### src/rtl/sico_play_scheduler.sv
// sico_play_scheduler: shares one player output bus between N_CH timestamped
// sample sources. Each channel holds one pending sample; a sample is released
// onto val_o once the internal timebase reaches its deadline, with round-robin
// arbitration between channels that are due in the same cycle.
// Optional build macro SICO_SCHED_LATE_STAT_EN adds lateness statistics
// outputs (late_cnt_o, max_late_o).
module sico_play_scheduler #(
   parameter int               N_CH    = 4,
   parameter int               WIDTH   = 8,
   parameter int               TW      = 16,
   parameter logic [WIDTH-1:0] RST_VAL = {WIDTH{1'b0}}
) (
   input  logic                      clk_i,
   input  logic                      rst_ni,
   input  logic                      start_i,
   input  logic                      stop_i,
   input  logic [N_CH-1:0]           req_valid_i,
   output logic [N_CH-1:0]           req_ready_o,
   input  logic [N_CH*WIDTH-1:0]     req_val_i,
   input  logic [N_CH*TW-1:0]        req_deadline_i,
   output logic [WIDTH-1:0]          val_o,
   output logic                      upd_o,
   output logic [$clog2(N_CH)-1:0]   upd_ch_o,
   output logic [TW-1:0]             now_o,
   output logic [1:0]                state_o
`ifdef SICO_SCHED_LATE_STAT_EN
   ,
   output logic [15:0]               late_cnt_o,
   output logic [TW-1:0]             max_late_o
`endif
);

   localparam int CW  = $clog2(N_CH);
   localparam int CW1 = CW + 1;

   typedef enum logic [1:0] {
      ST_IDLE  = 2'b00,
      ST_RUN   = 2'b01,
      ST_DRAIN = 2'b10
   } state_t;

   state_t           state;
   state_t           state_next;

   logic [WIDTH-1:0] slot_val [N_CH];
   logic [TW-1:0]    slot_dl  [N_CH];
   logic [N_CH-1:0]  full;

   logic [TW-1:0]    age [N_CH];
   logic [N_CH-1:0]  due;
   logic [N_CH-1:0]  grant;
   logic [N_CH-1:0]  accept;
   logic             gnt_valid;
   logic [CW-1:0]    gnt_idx;
   logic [CW1-1:0]   pos;
   logic [CW-1:0]    rr_ptr;

   // Wrap-aware due test: a slot is due when now - deadline lands in the lower half of the timebase range
   always_comb begin
      due = '0;
      for (int i = 0; i < N_CH; i++) begin
         age[i] = now_o - slot_dl[i];
         due[i] = full[i] && !age[i][TW-1];
      end
   end

   // Round-robin search over due slots starting at the pointer; only one grant per cycle
   always_comb begin
      gnt_valid = 1'b0;
      gnt_idx   = '0;
      grant     = '0;
      pos       = '0;
      if (state != ST_IDLE) begin
         for (int k = 0; k < N_CH; k++) begin
            pos = {1'b0, rr_ptr} + CW1'(k);
            if (pos >= CW1'(N_CH)) pos = pos - CW1'(N_CH);
            if (!gnt_valid && due[pos[CW-1:0]]) begin
               gnt_valid = 1'b1;
               gnt_idx   = pos[CW-1:0];
            end
         end
         if (gnt_valid) grant[gnt_idx] = 1'b1;
      end
   end

   // State register
   always_ff @(posedge clk_i or negedge rst_ni) begin
      if (!rst_ni) state <= ST_IDLE;
      else         state <= state_next;
   end

   // Next-state logic: drain ends once no slot remains full after this edge's grant
   always_comb begin
      state_next = state;
      case (state)
         ST_IDLE:  if (start_i) state_next = ST_RUN;
         ST_RUN:   if (stop_i)  state_next = ST_DRAIN;
         ST_DRAIN: if ((full & ~grant) == '0) state_next = ST_IDLE;
         default:  state_next = ST_IDLE;
      endcase
   end

   // State-decoded outputs: a slot may accept when empty or being granted this cycle
   always_comb begin
      state_o     = state;
      req_ready_o = '0;
      if (state == ST_RUN) req_ready_o = ~full | grant;
      accept      = req_valid_i & req_ready_o;
   end

   // Slot storage: a fresh load takes priority over clearing the granted entry
   always_ff @(posedge clk_i or negedge rst_ni) begin
      if (!rst_ni) begin
         full <= '0;
         for (int i = 0; i < N_CH; i++) begin
            slot_val[i] <= '0;
            slot_dl[i]  <= '0;
         end
      end else begin
         for (int i = 0; i < N_CH; i++) begin
            if (accept[i]) begin
               full[i]     <= 1'b1;
               slot_val[i] <= req_val_i[i*WIDTH +: WIDTH];
               slot_dl[i]  <= req_deadline_i[i*TW +: TW];
            end else if (grant[i]) begin
               full[i] <= 1'b0;
            end
         end
      end
   end

   // Output register and round-robin pointer advance on each grant
   always_ff @(posedge clk_i or negedge rst_ni) begin
      if (!rst_ni) begin
         val_o    <= RST_VAL;
         upd_o    <= 1'b0;
         upd_ch_o <= '0;
         rr_ptr   <= '0;
      end else begin
         upd_o <= gnt_valid;
         if (gnt_valid) begin
            val_o    <= slot_val[gnt_idx];
            upd_ch_o <= gnt_idx;
            rr_ptr   <= (gnt_idx == CW'(N_CH - 1)) ? '0 : gnt_idx + CW'(1);
         end
      end
   end

   // Timebase: frozen at zero in IDLE, counts in RUN/DRAIN, cleared when drain completes
   always_ff @(posedge clk_i or negedge rst_ni) begin
      if (!rst_ni) begin
         now_o <= '0;
      end else if (state == ST_IDLE || state_next == ST_IDLE) begin
         now_o <= '0;
      end else begin
         now_o <= now_o + TW'(1);
      end
   end

`ifdef SICO_SCHED_LATE_STAT_EN
   // Lateness statistics, restarted on every IDLE->RUN transition
   always_ff @(posedge clk_i or negedge rst_ni) begin
      if (!rst_ni) begin
         late_cnt_o <= '0;
         max_late_o <= '0;
      end else if (state == ST_IDLE && state_next == ST_RUN) begin
         late_cnt_o <= '0;
         max_late_o <= '0;
      end else if (gnt_valid && age[gnt_idx] != '0) begin
         if (late_cnt_o != 16'hFFFF) late_cnt_o <= late_cnt_o + 16'd1;
         if (age[gnt_idx] > max_late_o) max_late_o <= age[gnt_idx];
      end
   end
`endif

endmodule
### config.mk
export PLATFORM = sky130hd
export DESIGN_NAME = sico_play_scheduler
export DESIGN_NICKNAME = d
export VERILOG_FILES = /design/src/rtl/sico_play_scheduler.sv
export SDC_FILE = /design/constraint.sdc
export NUM_CORES = 1
export LEC_CHECK = 0
export BUFFER_PORTS_ARGS = -buffer_cell sky130_fd_sc_hd__buf_2
export CORE_MARGIN = 5
export CORE_UTILIZATION = 60
export CTS_CLUSTER_DIAMETER = 40
export DETAILED_ROUTE_END_ITERATION = 7
export PLACE_DENSITY = 0.86
export SETUP_SLACK_MARGIN = 0.1
export SKIP_LAST_GASP = 1
export SYNTH_ARGS = -nofsm -noshare
export SYNTH_HDL_FRONTEND = slang
export SYNTH_SLANG_ARGS = --single-unit
### constraint.sdc
create_clock -name clk_i -period 11 [get_ports clk_i]
set_clock_uncertainty 0.05 [all_clocks]
set_input_delay 2.2 -clock clk_i [delete_from_list [all_inputs] [get_ports clk_i]]
set_output_delay 2.2 -clock clk_i [all_outputs]
set_load 0.05 [all_outputs]
==> run summary <==
Antenna violations before repair -> 0
Post-route setup slack -> 4.55 ns
Critical Path RT -> 8.75 ns
Filler cells -> 796
Top_reg_cell synth -> dfrtp_1
CP arrival -> 4.20 ns
Clk pwr share -> 0.220
DRC viols -> 0
P_sw -> 964 uW
Post-Synthesis Cells -> 624
Pre-antenna DRT Iters -> 4
Max Cap Violations -> 0
Die X -> 118 um
Num CTS Buffers -> 17
Worst-case reg-to-reg path depth -> 12
Sink of the worst hold path -> slot_val[14]
Routed WL per cell -> 18.7 um
Post-synthesis average cell area -> 11.3 um2
Area of placed instances -> 7870 um2
Count of input and output buffers -> 136
Fin nets -> 932
P_int -> 1.42 mW
Longest Clk Path Bufs -> 2
Total grt overflow -> 0
RR Endpoint -> slot_dl[8]
Antenna Nets Post-Route -> 0
Die area -> 14000 um2
Final Wtd Congestion -> 0.850
Multi-input gate area -> 3440 um2
Asr flop ratio synth -> 1.00
Hold Violations, Final -> 0
Resize count post-CTS -> 0
Clk_lat worst skew -> 0.43 ns
Area contributors post-synth -> dfrtp_1 (47%), mux2_2 (13%), ha_1 (10%)
CP max FO -> 13
Slew @ Worst Pin -> 1.05 ns
Total GRT Usage -> 0.256
Drt initial violations -> 279
CTS tree -> done
CTS clock-pin slew for the worst setup and hold paths -> 0.06 ns
HP Class -> reg -> reg
Ports -> 137
Seq pwr share -> 0.355
Mapped Nets -> 785
Power share of the combinational group -> 0.425
DP HPWL -> 13.0 mm
Synthesized cell area -> 7040 um2
RSZ-0062 raised after global routing -> false
Antenna cell count -> 0
CTS Hold Bufs -> 0
FMAX -> 155 MHz
CP endpoint kind -> output port
Final setup vio count -> 0
Reg2reg start -> now_o[2]
Hold Startpoint -> slot_val[14]
Leakage -> 4.25 nW
Power density cells -> 283 nW/um2
Core area -> 11500 um2
Kind of critical path -> reg -> out
Post-synthesis cell type count -> 53
Initial Utilization -> 0.614
FF+latch area -> 3280 um2
Die H -> 118 um
Max IR drop VDD -> 185 uV
Layout cells sized above 1 -> 0.338
Clock Root Buffer -> clkbuf_16
Period Utilization, post-route -> 0.587
Vias per std cell -> 5.76
# H-tree levels -> 4
First-pass GRT wire length -> 28.7 mm
Area grow syn2layout -> 19.5%
R2R setup slack -> 6.11 ns
Largest net degree at the start of global routing -> 76
Most frequent cell after synthesis -> dfrtp_1
Hold Path Cell Cnt -> 1
Top post-synthesis cells by count -> dfrtp_1 (131), mux2_2 (79), inv_1 (64), ha_1 (57), a21oi_1 (52)
Status -> finished clean
Post-synth EDFFs -> 0
Synth top area share -> 0.465
DR vias -> 5338
Vias in the first global route -> 5840
Critical path launch point type -> flip-flop
Clock Sinks -> 131
Tmin final -> 6.45 ns
Setup TNS -> 0 ns
Post-CTS Setup Inserts -> 0
Max-slew headroom -> 0.299
Post-route cell area -> 8420 um2
Post-synth top area cell -> dfrtp_1
Routed wire length -> 17.3 mm
Switching share of power -> 0.405
Final Max Slew Viols -> 0
Sequential fraction of the synthesis area -> 0.465
Placement Setup Slack -> 5.02 ns
# rows -> 39
Yosys reg bits -> 131
Warnings, synthesis -> 0
[per-stage QoR]
step / utilization / cells / hold slack, ns / total power [mW]
6_report: 0.734 / 927 / 0.437 / 2.38
5_1_grt: 0.734 / 927 / 0.447 / 2.54
4_1_cts: 0.734 / 927 / 0.437 / 2.39
3_5_place_dp: 0.687 / 895 / 0.423 / 1.86
3_3_place_gp: 0.687 / 895 / 0.414 / 1.80
2_1_floorplan: - / 624 / 0.402 / 1.58
[cell usage in the layout, fill, tap and decap left out, types with 5 or more instances in the layout]
master,Yosys,layout
buf_2,7,135
dfrtp_1,131,131
mux2_2,79,79
inv_1,64,64
ha_1,57,57
a21oi_1,52,52
nand2_1,42,42
mux2_1,23,23
nor2_1,21,20
clkbuf_16,0,17
o21ai_0,15,15
mux2i_1,14,14
xor2_1,14,14
nand3_1,10,10
buf_4,2,8
inv_6,0,7
o21ai_1,6,6
xnor2_1,6,6
o221ai_1,5,5
nor3_1,5,5
a221o_1,5,5
nand4_1,5,5
and2_1,5,5
clkinvlp_4,0,5
[how the worst max path moves through the flow]
stage	end	startpoint
global placement	req_ready_o[3]	now_o[2]
detailed placement	req_ready_o[3]	now_o[2]
global route	req_ready_o[1]	now_o[2]
CTS	req_ready_o[3]	now_o[2]
finish	req_ready_o[3]	now_o[2]
floorplan	req_ready_o[0]	now_o[6]
[cell type report]
type | instances | area share
Clock buffer | 17 | 0.0505
Sequential cell | 131 | 0.389
Tap cell | 143 | 0.0213
Clock inverter | 15 | 0.0144
Inverter | 64 | 0.0285
Timing Repair Buffer | 143 | 0.0874
Multi-Input combinational cell | 414 | 0.409
[power groups by stage]
stage,Combinational (mW),Sequential (mW),Clock (mW)
floorplan,0.684,0.894,0
global placement,0.965,0.833,0
detailed placement,1.01,0.847,0
CTS,1.02,0.842,0.530
global route,1.12,0.871,0.554
finish,1.01,0.845,0.525
[flip-flops by register name, summed over array words and instances (netlist names)]
signal	count
slot_dl	64
slot_val	32
now_o	16
val_o	8
full	4
rr_ptr	2
state_o	2
upd_ch_o	2
upd_o	1
[worst max-delay path, cell delays in order (launching register included)]
cell and delay, ns:
dfrtp_1 0.49, ha_1 0.35, nand2_1 0.05, o21ai_1 0.18, a21oi_1 0.12, o31ai_1 0.56, mux2_2 0.44, a221oi_2 0.37
o21ai_1 0.41, o21ai_1 0.34, and2_1 0.19, buf_2 0.27
[layer usage]
metal | GRT usage | wire (um) | up-vias
met3 | 0.0702 | 1090 | 44
met1 | 0.309 | 6910 | 2619
met2 | 0.437 | 8870 | 178
met5 | 0 | 0 | -
met4 | 0.102 | 477 | 0
li1 | - | - | 2497
[logic make-up (layout without fill, tap and decap cells)]
group | after synthesis | in the layout | synth area share
XOR/XNOR | 20 | 20 | 0.0249
AO/OA/AOI/OAI | 114 | 114 | 0.107
AND/OR/NAND/NOR | 107 | 107 | 0.0719
buffers and inverters | 79 | 239 | 0.0465
flip-flops | 131 | 131 | 0.465
multiplexers | 116 | 116 | 0.183
adder cells (fa/ha/maj) | 57 | 57 | 0.101
No activity file was read; power rests on OpenSTA's default activity.
